`src/rtl/mem_bus_arbiter.sv`:
```
// rtl/mem_bus_arbiter.sv - IF/MEM external bus arbiter, MEM priority; optional watchdog via ARB_TIMEOUT_EN
module mem_bus_arbiter #(
    parameter int unsigned TIMEOUT_CYCLES = 16
) (
    input  logic        clk,
    input  logic        rst,
    input  logic        if_req,
    input  logic [31:0] if_addr,
    output logic [31:0] if_rdata,
    output logic        if_ready,
    input  logic        mem_req,
    input  logic        mem_we,
    input  logic [3:0]  mem_sel,
    input  logic [31:0] mem_addr,
    input  logic [31:0] mem_wdata,
    output logic [31:0] mem_rdata,
    output logic        mem_ready,
    output logic        bus_req,
    output logic        bus_we,
    output logic [3:0]  bus_sel,
    output logic [31:0] bus_addr,
    output logic [31:0] bus_wdata,
    input  logic [31:0] bus_rdata,
    input  logic        bus_ack,
    output logic        stall_o,
    output logic        bus_err
);

    typedef enum logic [1:0] {IDLE, XFER_MEM, XFER_IF, DONE} state_t;

    state_t state, state_nxt;
    logic   grant_if;
    logic   err_q;
    logic   in_xfer;
    logic   timeout_hit;

    assign in_xfer = (state == XFER_MEM) || (state == XFER_IF);

`ifdef ARB_TIMEOUT_EN
    localparam int CNT_W = $clog2(TIMEOUT_CYCLES + 1);
    localparam logic [CNT_W-1:0] TERMINAL = CNT_W'(TIMEOUT_CYCLES - 1);

    logic [CNT_W-1:0] tmo_cnt;

    // Counter is zero whenever a transfer starts because every grant leaves IDLE.
    always_ff @(posedge clk or negedge rst) begin
        if (!rst) begin
            tmo_cnt <= '0;
        end else if (state == IDLE) begin
            tmo_cnt <= '0;
        end else if (in_xfer && !bus_ack) begin
            tmo_cnt <= tmo_cnt + 1'b1;
        end
    end

    assign timeout_hit = in_xfer && !bus_ack && (tmo_cnt == TERMINAL);
`else
    assign timeout_hit = 1'b0 & (TIMEOUT_CYCLES == 0);
`endif

    always_ff @(posedge clk or negedge rst) begin
        if (!rst) begin
            state <= IDLE;
        end else begin
            state <= state_nxt;
        end
    end

    always_comb begin
        state_nxt = state;
        case (state)
            IDLE: begin
                if (mem_req) begin
                    state_nxt = XFER_MEM;
                end else if (if_req) begin
                    state_nxt = XFER_IF;
                end
            end
            XFER_MEM, XFER_IF: begin
                if (bus_ack || timeout_hit) begin
                    state_nxt = DONE;
                end
            end
            default: state_nxt = IDLE;
        endcase
    end

    always_comb begin
        bus_req   = in_xfer;
        if_ready  = (state == DONE) && grant_if;
        mem_ready = (state == DONE) && !grant_if;
        bus_err   = (state == DONE) && err_q;
    end

    assign stall_o = (if_req & ~if_ready) | (mem_req & ~mem_ready);

    // Bus fields are latched at grant so the requester may change its inputs freely afterwards.
    always_ff @(posedge clk or negedge rst) begin
        if (!rst) begin
            grant_if  <= 1'b0;
            err_q     <= 1'b0;
            bus_we    <= 1'b0;
            bus_sel   <= 4'h0;
            bus_addr  <= 32'h0;
            bus_wdata <= 32'h0;
            if_rdata  <= 32'h0;
            mem_rdata <= 32'h0;
        end else begin
            case (state)
                IDLE: begin
                    err_q <= 1'b0;
                    if (mem_req) begin
                        grant_if  <= 1'b0;
                        bus_we    <= mem_we;
                        bus_sel   <= mem_sel;
                        bus_addr  <= mem_addr;
                        bus_wdata <= mem_wdata;
                    end else if (if_req) begin
                        grant_if  <= 1'b1;
                        bus_we    <= 1'b0;
                        bus_sel   <= 4'hF;
                        bus_addr  <= if_addr;
                        bus_wdata <= 32'h0;
                    end
                end
                XFER_MEM, XFER_IF: begin
                    if (bus_ack) begin
                        if (state == XFER_IF) begin
                            if_rdata <= bus_rdata;
                        end else if (!bus_we) begin
                            mem_rdata <= bus_rdata;
                        end
                    end else if (timeout_hit) begin
                        err_q <= 1'b1;
                        if (state == XFER_IF) begin
                            if_rdata <= 32'h0;
                        end else begin
                            mem_rdata <= 32'h0;
                        end
                    end
                end
                default: ;
            endcase
        end
    end

endmodule
```
`config.mk`:
```
export PLATFORM = sky130hd
export DESIGN_NAME = mem_bus_arbiter
export DESIGN_NICKNAME = d
export VERILOG_FILES = /design/src/rtl/mem_bus_arbiter.sv
export SDC_FILE = /design/constraint.sdc
export NUM_CORES = 1
export LEC_CHECK = 0
export CAP_MARGIN = 5
export CORE_MARGIN = 5
export CORE_UTILIZATION = 41
export CTS_BUF_LIST = sky130_fd_sc_hd__clkbuf_4
export DETAILED_ROUTE_END_ITERATION = 8
export GPL_ROUTABILITY_DRIVEN = 0
export GPL_TIMING_DRIVEN = 0
export PLACE_DENSITY = 0.91
export SETUP_SLACK_MARGIN = 0.05
export SLEW_MARGIN = 20
export SYNTH_ARGS = -nofsm -noshare
export SYNTH_HDL_FRONTEND = slang
export SYNTH_SLANG_ARGS = --single-unit
```
`constraint.sdc`:
```
create_clock -name clk -period 1.92 [get_ports clk]
set_input_delay 0.288 -clock clk [delete_from_list [all_inputs] [get_ports clk]]
set_output_delay 0.288 -clock clk [all_outputs]
set_load 0.01 [all_outputs]
```
### Yosys cells after proc, flatten, opt, wreduce, memory -nomap -nowiden

Index checks and enable logic that the tools add are counted.

* bits of input ports: 138
* flip-flop bits (word level): 136

* mux-type cells: 14
* bitwise logic cells: 7
* reductions and logical operators: 11
* equality and inequality tests: 5

Operator list (number)
* $mux W32: 4
* $mux W4: 2
* $mux W2: 3
* $eq A2 B2 Y1 const B: 2
* $mux W1: 4
* $not A1 Y1: 4
* $pmux W2 S2: 1
* $reduce_and A2 Y1: 2
* $reduce_and A4 Y1: 1
* $ne A3 B3 Y1 const B: 1
* $reduce_and A3 Y1: 1
* $and A1 B1 Y1: 2
* $eq A2 B1 Y1 const B: 1
* $logic_and A1 B1 Y1: 2
* $logic_not A2 Y1: 1
* $ne A2 B2 Y1 const B: 1
* $reduce_bool A2 Y1: 1
* $reduce_or A2 Y1: 1
* $logic_not A1 Y1: 1
* $logic_or A1 B1 Y1: 1
* $or A1 B1 Y1: 1

### Logic depth before layout (Yosys ltp)

Gate-level depths: netlist of the first run.

* word-level depth: 5
* gate-level depth with buffers: 7
* depth with buffers taken out: 5

### Worst setup path after synthesis of the first run

No wires, ideal clock.

* path kind: reg-to-reg
* start: register state[0]
* end: register mem_rdata[10]
* period minus slack after synthesis: 1.773 ns
* setup slack: 0.147 ns
* stages on the path, launching flop included: 7
* path buffers: 1
* arrival: 1.649 ns
* cell sequence: dfrtp_1 > inv_1 > ha_1 > nand2_1 > nor3_4 > buf_6 > mux2_2

* longest elaborated chain between the ends: 3
* elaborated cells between the ends (all ways): 5
* classes of those cells: eq/ne (2); bitwise (1); reduce/logical (2)

Ends and longest elaborated chain
* start: declaration: RTL line 31 `state_t state, state_nxt;`
* start signal: assignment: RTL line 65 `state <= state_nxt;`
* $eq A2 B1 Y1 / $eq A2 B2 Y1 (equally long branches): RTL line 109, 128
* $reduce_or A2 Y1 / $not A1 Y1 (equally long branches)
* $reduce_and A4 Y1 (no source line) *
* end signal: assignment: RTL line 131 `mem_rdata <= bus_rdata;`
* end: declaration: RTL line 16 `output logic [31:0] mem_rdata,`

Mark *: on every way between the ends. The rest lies on a longest branch, timed or not.
A chain may end at the register's enable or synchronous reset.

### Final worst setup path of the first run

* start: register state[1]
* end: register mem_rdata[22]

The elaborated chain is that of the path after synthesis.

==> metrics.csv, run 1 <==
stage;metric;value;unit
worst_setup_path;cp_top_family;buffers and inverters;
synthesis;synthTopCellsByArea;dfrtp_1 62%, mux2_2 13%, mux2i_1 6.2%, a22o_1 5.5%, o21ai_0 3.3%;
global_route;grt_pass1_vias;5001;
layout;fin_area;8962;µm²
clocking;path_clk_slew;110;ps
global_route;grt_overflow;0;
worst_setup_path;cp_cell_sequence;buf_6 > inv_4 > ha_4 > nand2_4 > nor3_4 > buf_6 > clkbuf_16 > mux2_4;
global_route;grt_max_degree;72;
clocking;clk_latency;500;ps
floorplanning;coreArea;13140;µm²
power;p_per_area;1604;nW/µm²
timing;setup_violations;0;
global_route;grt_first_pass_wirelength;26590;µm
floorplanning;std_cell_rows;42;
floorplanning;ioPinCount;276;
timing;final_max_slew_viol_count;0;
synthesis;avgSynthCellArea;13.76;µm²
detailed_routing;wire_per_inst;19.09;µm
min_path;hold_class;in -> reg;
worst_setup_path;crit_path_end_kind;flip-flop;
synthesis;ys_types;25;
global_route;grt_antenna_before_repair;0;
worst_setup_path;cp_num_buf_inv;4;
worst_setup_path;critPathArrivalTime;2250;ps
detailed_routing;drtPass1Iterations;4;
detailed_routing;routed_wl;16910;µm
worst_setup_path;slowest_delay;430;ps
timing;finalHoldViolCount;0;
power;leakagePower;3.971;nW
timing;rsz0062_at_grt;yes;
floorplanning;die_w;125.3;µm
placed_design;placed_area;8433;µm²
clocking;htree_levels;4;
clocking;cts_tree;done;
synthesis;synth_cells;396;
min_path;min_from;mem_req;
status;run_status;finished, final reports clean;
worst_setup_path;cp.required;2310;ps
placed_design;placed_cells;846;
placed_design;hpwl;12710;µm
synthesis;yosysTopAreaCell;dfrtp_1;
floorplanning;die_y;125.3;µm
layout;drive_above_1_share;0.1944;
timing;fin_tns_setup;0;ps
worst_setup_path;critical_path_class;reg -> reg;
layout;fin_cells;886;
worst_setup_path;crit_top_cell;buf_6;
worst_setup_path;timing.rr.start;state[1];
detailed_routing;ant_nets;0;
power;ir_drop;742.0;µV
detailed_routing;vias;4440;
layout;final_common_cell;clkdlybuf4s50_1;
placed_design;place_ws;-135.0;ps
timing;worstMarginPinSlew;504.0;ps
detailed_routing;drtIter0Drc;164;
timing;max_freq;537.5;MHz
clocking;cts_num_sinks;136;
flow_run;max_cap_violations;0;
timing;timing.slew.headroom;0.6640;
clocking;cts_max_path_buffers;2;
layout;layout_common_cells;265 x clkdlybuf4s50_1, 135 x dfrtp_1, 42 x mux2_2, 36 x nand2_1, 36 x o21ai_0;
timing;final.period_utilization;0.9690;
worst_setup_path;startpoint_type;flip-flop;
layout;nNetsFinal;839;
detailed_routing;drc;0;
floorplanning;dieArea;15690;µm²
layout;insertedDiodeCount;0;
synthesis;synth_warnings;0;
worst_setup_path;path_max_fanout;6;
floorplanning;initial_core_util;0.4147;
synthesis;synth_top_area_share;0.6247;
layout;syn2layout_area_growth;64.52;%
timing;fin_skew;11.59;ps
placed_design;numPortBuffers;273;
synthesis;synth_nets;537;
clocking;cts_made_buffers;17;
timing;fin_crit;1860;ps
synthesis;synth-seq-cells;136;
global_route;grt_use_total;0.2136;
worst_setup_path;setup.worst_path.start;state[1];
synthesis;netlist_area;5448;µm²
synthesis;ys_seq_area_frac;0.6247;
clocking;ctsRootBufferMaster;clkbuf_4;
timing;setup_ws;59.59;ps
detailed_routing;viasPerCell;5.011;
worst_setup_path;slowest_stage;dfrtp_1;
## worst paths after layout
kind	to	slack, ps	depth (start not counted)
worst min-delay path	state[0]	280	4
worst max register to register	mem_rdata[22]	60	8
min in group asynchronous	if_rdata[11]	310	2
max in group asynchronous	if_rdata[6]	890	3
worst min register to register	bus_addr[16]	490	2
worst max-delay path	mem_rdata[22]	60	8
## tightest hold or removal path, cell delays in order
cell      delay (ps)
buf_6             90
nand2b_1         110
or3b_1           110
a32o_1           150
## per-layer routing
layer	vias to the layer above	global-route usage	wire length (µm)
met3	33	0.07761	1338
met1	2185	0.2374	6414
li1	2014	-	-
met4	0	0.07398	425
met2	208	0.3787	8733
met5	-	0	0
## through the flow
| stage | hold WS, ps | util | power (mW) |
|---|---|---|---|
| floorplan | -7.591 | - | 7.982 |
| global placement | 461.0 | 0.6394 | 11.63 |
| detailed placement | 266.2 | 0.6419 | 11.96 |
| CTS | 218.8 | 0.6750 | 14.23 |
| global route | 225.5 | 0.6822 | 15.24 |
| finish | 276.8 | 0.6822 | 14.37 |
## cell families (layout without fill, tap and decap cells)
family,after synthesis,in the layout,share of synthesized area
multiplexers,99,99,0.1968
adder cells (fa/ha/maj),3,3,0.006891
flip-flops,136,136,0.6247
AND/OR/NAND/NOR,51,51,0.04226
AO/OA/AOI/OAI,76,76,0.09554
other,1,1,0.0006884
buffers and inverters,30,344,0.03307
## cell usage after synthesis, drive strengths merged
cell type and instances:
dfrtp 136, mux2 65, nand2 37, o21ai 37, a22o 34, mux2i 34, buf 24, nor2b 5
a21oi 3, clkbuf 3, ha 3, inv 3, nor2 3, and2 2, a2bb2oi 1, a32o 1
conb 1, nand2b 1, nand3 1, nor3 1, or3b 1
## report_power, final
group          leakage (nW)  switching, mW  internal (mW)
clock network         0.150           1.02          0.884
logic                  2.16           2.96           4.43
registers              1.66          0.823           4.25
total                  3.97           4.81           9.56
## registers in the layout, summed over array words and instances, names as in the netlist
name / cells
bus_addr: 32
bus_sel: 4
bus_wdata: 32
bus_we: 1
grant_if: 1
if_rdata: 32
mem_rdata: 32
state: 2
## timing repair
action                                 CTS  global route
cloned                                   2             1
buffers inserted                         6             0
pin swaps                                2             2
hold buffers                             1             0
resized for setup                       32            29
setup endpoints to repair               65            65
endpoints found under the hold margin   65             0
## cell type report
cell class | instances | area [µm²]
buffer | 27 | 192.7
clock buffer | 17 | 127.6
clock inverter | 14 | 157.7
fill | 920 | 4175
inverter | 3 | 13.76
multi-input combinational | 230 | 1979
sequential | 136 | 3405
tap | 176 | 220.2
timing repair buffer | 283 | 2867
No activity file was read; power rests on OpenSTA's default activity.
==> run 2: changes to the inputs <==
--- a/config.mk
+++ b/config.mk
@@ -11,7 +11,6 @@
 export CTS_BUF_LIST = sky130_fd_sc_hd__clkbuf_4
 export DETAILED_ROUTE_END_ITERATION = 8
 export GPL_ROUTABILITY_DRIVEN = 0
-export GPL_TIMING_DRIVEN = 0
 export PLACE_DENSITY = 0.91
 export SETUP_SLACK_MARGIN = 0.05
 export SLEW_MARGIN = 20
==> run 2 against run 1 <==
Against the previous run: setup slack gained 34 ps; final area shrank 2.0%; global-route usage shrank 1.4 points; sequential share of layout area grew 0.78 points; critical path depth shrank 2; largest cell class unchanged.
==> metrics.csv, run 2 (same netlist as run 1, synthesis figures left out) <==
stage;metric;value;unit;change
flow_run;max_cap_violations;0;;unchanged
clocking;cts_num_sinks;136;;unchanged
power;p_per_area;1587;nW/µm²;was 1604 nW/µm²
worst_setup_path;critPathArrivalTime;2240;ps;was 2250 ps
detailed_routing;vias;4272;;was 4440
timing;rsz0062_at_grt;no;;was yes
min_path;hold_class;in -> async;;was in -> reg
timing;max_freq;547.6;MHz;was 537.5 MHz
clocking;cts_made_buffers;17;;unchanged
clocking;htree_levels;4;;unchanged
worst_setup_path;cp.required;2330;ps;was 2310 ps
placed_design;place_ws;-23.64;ps;was -135.0 ps
detailed_routing;ant_nets;0;;unchanged
worst_setup_path;critical_path_class;reg -> reg;;unchanged
detailed_routing;routed_wl;15520;µm;was 16910 µm
timing;setup_violations;0;;unchanged
layout;fin_cells;867;;was 886
layout;fin_util;0.6685;;was 0.6822
clocking;path_clk_slew;110;ps;about the same
global_route;grt_first_pass_wirelength;24770;µm;was 26590 µm
timing;worstMarginPinSlew;597.4;ps;was 504.0 ps
worst_setup_path;r2r-end;mem_rdata[21];;was mem_rdata[22]
global_route;grt_overflow;0;;unchanged
placed_design;placed_area;8396;µm²;was 8433 µm²
layout;layout_common_cells;260 x clkdlybuf4s50_1, 135 x dfrtp_1, 63 x mux2_2, 37 x nand2_1, 36 x o21ai_0;;was 265 x clkdlybuf4s50_1, 135 x dfrtp_1, 42 x mux2_2, 36 x nand2_1, 36 x o21ai_0
layout;nNetsFinal;818;;was 839
status;run_status;finished, final reports clean;;unchanged
global_route;grt_antenna_before_repair;1;;was 0
layout;syn2layout_area_growth;61.21;%;was 64.52%
timing;fin_skew;15.39;ps;was 11.59 ps
detailed_routing;drtIter0Drc;262;;was 164
placed_design;placed_cells;830;;was 846
worst_setup_path;path_max_fanout;32;;was 6
floorplanning;ioPinCount;276;;unchanged
layout;drive_above_1_share;0.1754;;was 0.1944
floorplanning;die_y;125.3;µm;unchanged
floorplanning;die_w;125.3;µm;unchanged
timing;fin_crit;1826;ps;was 1860 ps
floorplanning;coreArea;13140;µm²;unchanged
detailed_routing;drc;0;;unchanged
detailed_routing;drtPass1Iterations;4;;unchanged
timing;holdWs;249.1;ps;was 276.8 ps
clocking;cts_max_path_buffers;2;;unchanged
placed_design;numPortBuffers;274;;was 273
floorplanning;initial_core_util;0.4147;;unchanged
worst_setup_path;timing.rr.start;state[0];;was state[1]
clocking;cts_tree;done;;unchanged
worst_setup_path;rr_worst_depth;6;;was 8
worst_setup_path;cp_cell_sequence;inv_2 > ha_4 > nand2_1 > nor3_4 > buf_12 > mux2_2;;was buf_6 > inv_4 > ha_4 > nand2_4 > nor3_4 > buf_6 > clkbuf_16 > mux2_4
floorplanning;std_cell_rows;42;;unchanged
placed_design;hpwl;11840;µm;was 12710 µm
timing;finalHoldViolCount;0;;unchanged
worst_setup_path;slowest_delay;440;ps;was 430 ps
timing;final_max_slew_viol_count;0;;unchanged
global_route;grt_use_total;0.2000;;was 0.2136
timing;setup_ws;93.75;ps;was 59.59 ps
layout;fin_area;8782;µm²;was 8962 µm²
timing;final.period_utilization;0.9512;;was 0.9690
detailed_routing;wire_per_inst;17.90;µm;was 19.09 µm
worst_setup_path;slowest_stage;dfrtp_1;;unchanged
power;ir_drop;905.7;µV;was 742.0 µV
worst_setup_path;worstSetupEndpoint;mem_rdata[21];;was mem_rdata[22]
floorplanning;dieArea;15690;µm²;unchanged
timing;timing.slew.headroom;0.6017;;was 0.6640
clocking;ctsRootBufferMaster;clkbuf_4;;unchanged
worst_setup_path;crit_path_end_kind;flip-flop;;unchanged
global_route;grt_pass1_vias;4748;;was 5001
power;leakagePower;3.883;nW;was 3.971 nW
worst_setup_path;setup.worst_path.start;state[0];;was state[1]
clocking;clk_latency;530;ps;was 500 ps
detailed_routing;viasPerCell;4.927;;was 5.011
worst_setup_path;rrSetupSlack;90;ps;was 60 ps
worst_setup_path;startpoint_type;flip-flop;;unchanged
global_route;grt_max_degree;89;;was 72
layout;final_common_cell;clkdlybuf4s50_1;;unchanged
==> run 2: cell count changes in the layout (fill, tap and decap cells not counted), sizes merged, moves of 4 or more <==
cell           delta
buf              -16
clkbuf            -5
clkdlybuf4s50     -5
clkinv            -4
dlymetal6s2s      +5
==> run 2: worst min path at each step <==
stage,startpoint,end,slack (ps)
2_1_floorplan,rst,bus_addr[0],-8
3_3_place_gp,rst,mem_rdata[12],240
3_5_place_dp,rst,if_rdata[15],240
4_1_cts,rst,mem_rdata[31],190
5_1_grt,rst,if_rdata[1],220
6_report,rst,if_rdata[15],250
==> run 2: per-stage QoR <==
step / TNS, ps / power, mW
3_3_place_gp: 0 / 11.55
4_1_cts: 0 / 14.11
2_1_floorplan: 0 / 7.982
5_1_grt: 0 / 14.78
6_report: 0 / 13.94
3_5_place_dp: -197.9 / 11.89
==> run 2: area by class of cell <==
class,count,area (µm²)
Inverter,3,11.26
Sequential cell,136,3405
Antenna cell,1,2.502
Fill cell,919,4355
Clock buffer,17,127.6
Multi-Input combinational cell,230,1902
Timing Repair Buffer,289,2915
Tap cell,176,220.2
Clock inverter,15,198.9
==> run 2: power breakdown <==
group	switching, mW	internal [mW]	total [mW]
Combinational	2.75	4.02	6.77
Clock	1.07	1.04	2.11
Sequential	0.803	4.25	5.06
==> run 2: repair_timing <==
item / 4_1_cts / 5_1_grt
endpoints found under the hold margin: 43 / 0
pin swaps: 1 / 0
setup buffers: 2 / 1
hold buffers: 1 / 0
endpoints found under the setup margin: 27 / 9
resized for setup: 22 / 8
==> run 2: worst max-delay path, delay by kind of cell (launching register included) <==
kind	cells	cell delay (ps)
buffers and inverters	2	320
and+or+nand+nor	2	260
adders and majority gates	1	300
DFF	1	440
muxes	1	370
==> run 2: per-layer routing <==
layer / global-route usage / part of all wire
met5: 0 / 0
met1: 0.2316 / 0.38
met4: 0.08418 / 0.025
met2: 0.3309 / 0.50
met3: 0.08017 / 0.091
==> run 3: changes to the inputs <==
==> constraint.sdc (replaced) <==
create_clock -name clk -period 1.92 [get_ports clk]
set_input_delay 0.384 -clock clk [delete_from_list [all_inputs] [get_ports clk]]
set_output_delay 0.384 -clock clk [all_outputs]
set_load 0.01 [all_outputs]
==> run 3 against run 2 <==
Against the previous run: via count grew 2.3%; non-clock buffer count up 13; final cell count rose by 1.4%; clock power shrank 17%; sequential power about the same; utilization up 2.3 points; largest power group unchanged; global-route usage decreased by 0.17 points.
==> metrics.csv, run 3 (same netlist as run 1, synthesis figures left out) <==
stage;metric;value;unit;change
status;run_status;finished, final reports clean;;unchanged
layout;syn2layout_area_growth;66.81;%;was 61.21%
floorplanning;die_w;125.3;µm;unchanged
clocking;cts_max_path_buffers;2;;unchanged
clocking;path_clk_slew;130;ps;was 110 ps
layout;final_common_cell;clkdlybuf4s50_1;;unchanged
global_route;grt_pass1_vias;4720;;was 4748
floorplanning;ioPinCount;276;;unchanged
flow_run;max_cap_violations;0;;unchanged
floorplanning;dieArea;15690;µm²;unchanged
timing;fin_skew;20.23;ps;was 15.39 ps
min_path;hold_class;in -> async;;unchanged
worst_setup_path;path_max_fanout;8;;was 32
power;p_switching;4.868;mW;was 4.630 mW
global_route;grt_first_pass_wirelength;24700;µm;was 24770 µm
power;leakagePower;4.886;nW;was 3.883 nW
power;intPower;8.841;mW;was 9.306 mW
detailed_routing;drc;0;;unchanged
worst_setup_path;rrSetupSlack;2;ps;was 90 ps
detailed_routing;drtIter0Drc;240;;was 262
worst_setup_path;critPathArrivalTime;2320;ps;was 2240 ps
power;p_total;13.71;mW;was 13.94 mW
clocking;cts_num_sinks;136;;unchanged
worst_setup_path;critical_path_class;reg -> reg;;unchanged
timing;max_freq;521.3;MHz;was 547.6 MHz
floorplanning;initial_core_util;0.4147;;unchanged
power;clkPwrFrac;0.128;;was 0.151
layout;seq_area;3406;µm²;was 3405 µm²
layout;fin_util;0.6917;;was 0.6685
detailed_routing;viasPerCell;4.970;;was 4.927
layout;drive_above_1_share;0.1994;;was 0.1754
worst_setup_path;crit_path_end_kind;flip-flop;;unchanged
clocking;clk_latency;520;ps;was 530 ps
power;combPwrFrac;0.504;;was 0.486
clocking;ctsRootBufferMaster;clkbuf_4;;unchanged
detailed_routing;routed_wl;16700;µm;was 15520 µm
power;ir_drop;748.0;µV;was 905.7 µV
detailed_routing;vias;4369;;was 4272
placed_design;numPortBuffers;274;;unchanged
clocking;htree_levels;4;;unchanged
power;switching_share;0.3551;;was 0.3322
detailed_routing;wire_per_inst;19.00;µm;was 17.90 µm
floorplanning;die_y;125.3;µm;unchanged
global_route;grt_max_degree;68;;was 89
detailed_routing;drtPass1Iterations;4;;unchanged
floorplanning;coreArea;13140;µm²;unchanged
clocking;cts_tree;done;;unchanged
power;p_per_area;1509;nW/µm²;was 1587 nW/µm²
timing;fin_crit;1918;ps;was 1826 ps
global_route;grt_overflow;0;;unchanged
layout;nNetsFinal;831;;was 818
detailed_routing;ant_nets;0;;unchanged
placed_design;hpwl;11780;µm;was 11840 µm
global_route;grt_antenna_before_repair;1;;unchanged
timing;rsz0062_at_grt;yes;;was no
power;seq_power_share;0.368;;was 0.363
clocking;cts_made_buffers;17;;unchanged
timing;final_max_slew_viol_count;0;;unchanged
floorplanning;std_cell_rows;42;;unchanged
layout;multi_input_area;2011;µm²;was 1902 µm²
layout;fill_cells;877;;was 919
global_route;grt_use_total;0.1983;;was 0.2000
timing;finalHoldViolCount;0;;unchanged
worst_setup_path;cp.required;2320;ps;was 2330 ps
timing;setup_violations;0;;unchanged
worst_setup_path;startpoint_type;flip-flop;;unchanged
layout;layout_common_cells;136 x clkdlybuf4s50_1, 134 x dfrtp_1, 74 x dlymetal6s2s_1, 58 x dlygate4sd2_1, 41 x mux2_2;;was 260 x clkdlybuf4s50_1, 135 x dfrtp_1, 63 x mux2_2, 37 x nand2_1, 36 x o21ai_0
timing;final.period_utilization;0.9992;;was 0.9512
-- run 3: cell count changes in the layout (fill, tap and decap cells not counted), sizes merged, moves of 3 or more --
cell,before,now
buf,20,31
clkdlybuf4s50,260,136
dlymetal6s2s,7,74
clkinvlp,4,1
clkinv,4,8
dlygate4sd2,1,58
bufinv,4,1
-- run 3: timing repair --
action	CTS	global route
hold endpoints to repair	136	0
setup endpoints to repair	91	104
hold buffers	1	0
buffers inserted	7	3
resized for setup	82	108
pin swaps	1	2
cloned	0	3
-- run 3: path summary, 6_finish.rpt --
check                                    from             to  depth (start not counted)
worst max-delay path                 state[1]   mem_rdata[4]                          8
worst min-delay path                      rst  mem_rdata[14]                          2
worst max register to register       state[1]   mem_rdata[4]                          8
worst min register to register   bus_addr[25]   bus_addr[25]                          2
max in group asynchronous                 rst       state[1]                          3
min in group clk                mem_wdata[19]  bus_wdata[19]                          2
-- run 3: power by group through the flow --
| stage | Sequential (mW) | Combinational (mW) | Clock (mW) |
|---|---|---|---|
| final | 5.05 | 6.91 | 1.75 |
| after global routing | 5.23 | 7.41 | 1.95 |
| after CTS | 5.03 | 6.56 | 1.80 |
| after detailed placement | 5.10 | 6.80 | 0 |
| after global placement | 5.01 | 6.55 | 0 |
| after floorplan | 5.62 | 2.36 | 0 |
-- run 3: routing by layer --
layer  GRT usage  vias up  wire [µm]
li1            -     1990          -
met1      0.2236     2128       6487
met2      0.3461      221       8700
met3     0.07377       30       1216
met4     0.06952        0        295
met5           0        -          0
-- run 3: cell type report --
| class | count | share of cell area |
|---|---|---|
| clock inverter | 14 | 0.01391 |
| timing repair buffer | 302 | 0.3500 |
| tap | 176 | 0.02423 |
| sequential | 136 | 0.3748 |
| clock buffer | 17 | 0.01404 |
| antenna | 1 | 0.0002754 |
| inverter | 3 | 0.001515 |
| multi-input combinational | 230 | 0.2213 |
-- run 3: stage by stage --
step / setup slack, ps / hold slack (ps) / setup TNS [ps] / cell area (µm²) / cells
after global routing: -97.84 / 220.8 / -985.1 / 9087 / 879
after CTS: -35.86 / 216.1 / -90.03 / 8676 / 872
after global placement: -124.5 / 235.1 / -124.5 / 8418 / 833
after floorplan: 146.7 / 88.41 / 0 / 5448 / 396
after detailed placement: -135.9 / 238.0 / -135.9 / 8418 / 833
final: 1.585 / 270.2 / 0 / 9087 / 879
-- run 3: critical path, stage by stage, from the launching register on --
cell,delay [ps]
dfrtp_2,420
buf_6,120
inv_4,30
ha_4,290
nand2_4,60
nor3_4,260
buf_12,160
clkbuf_16,160
mux2_4,310
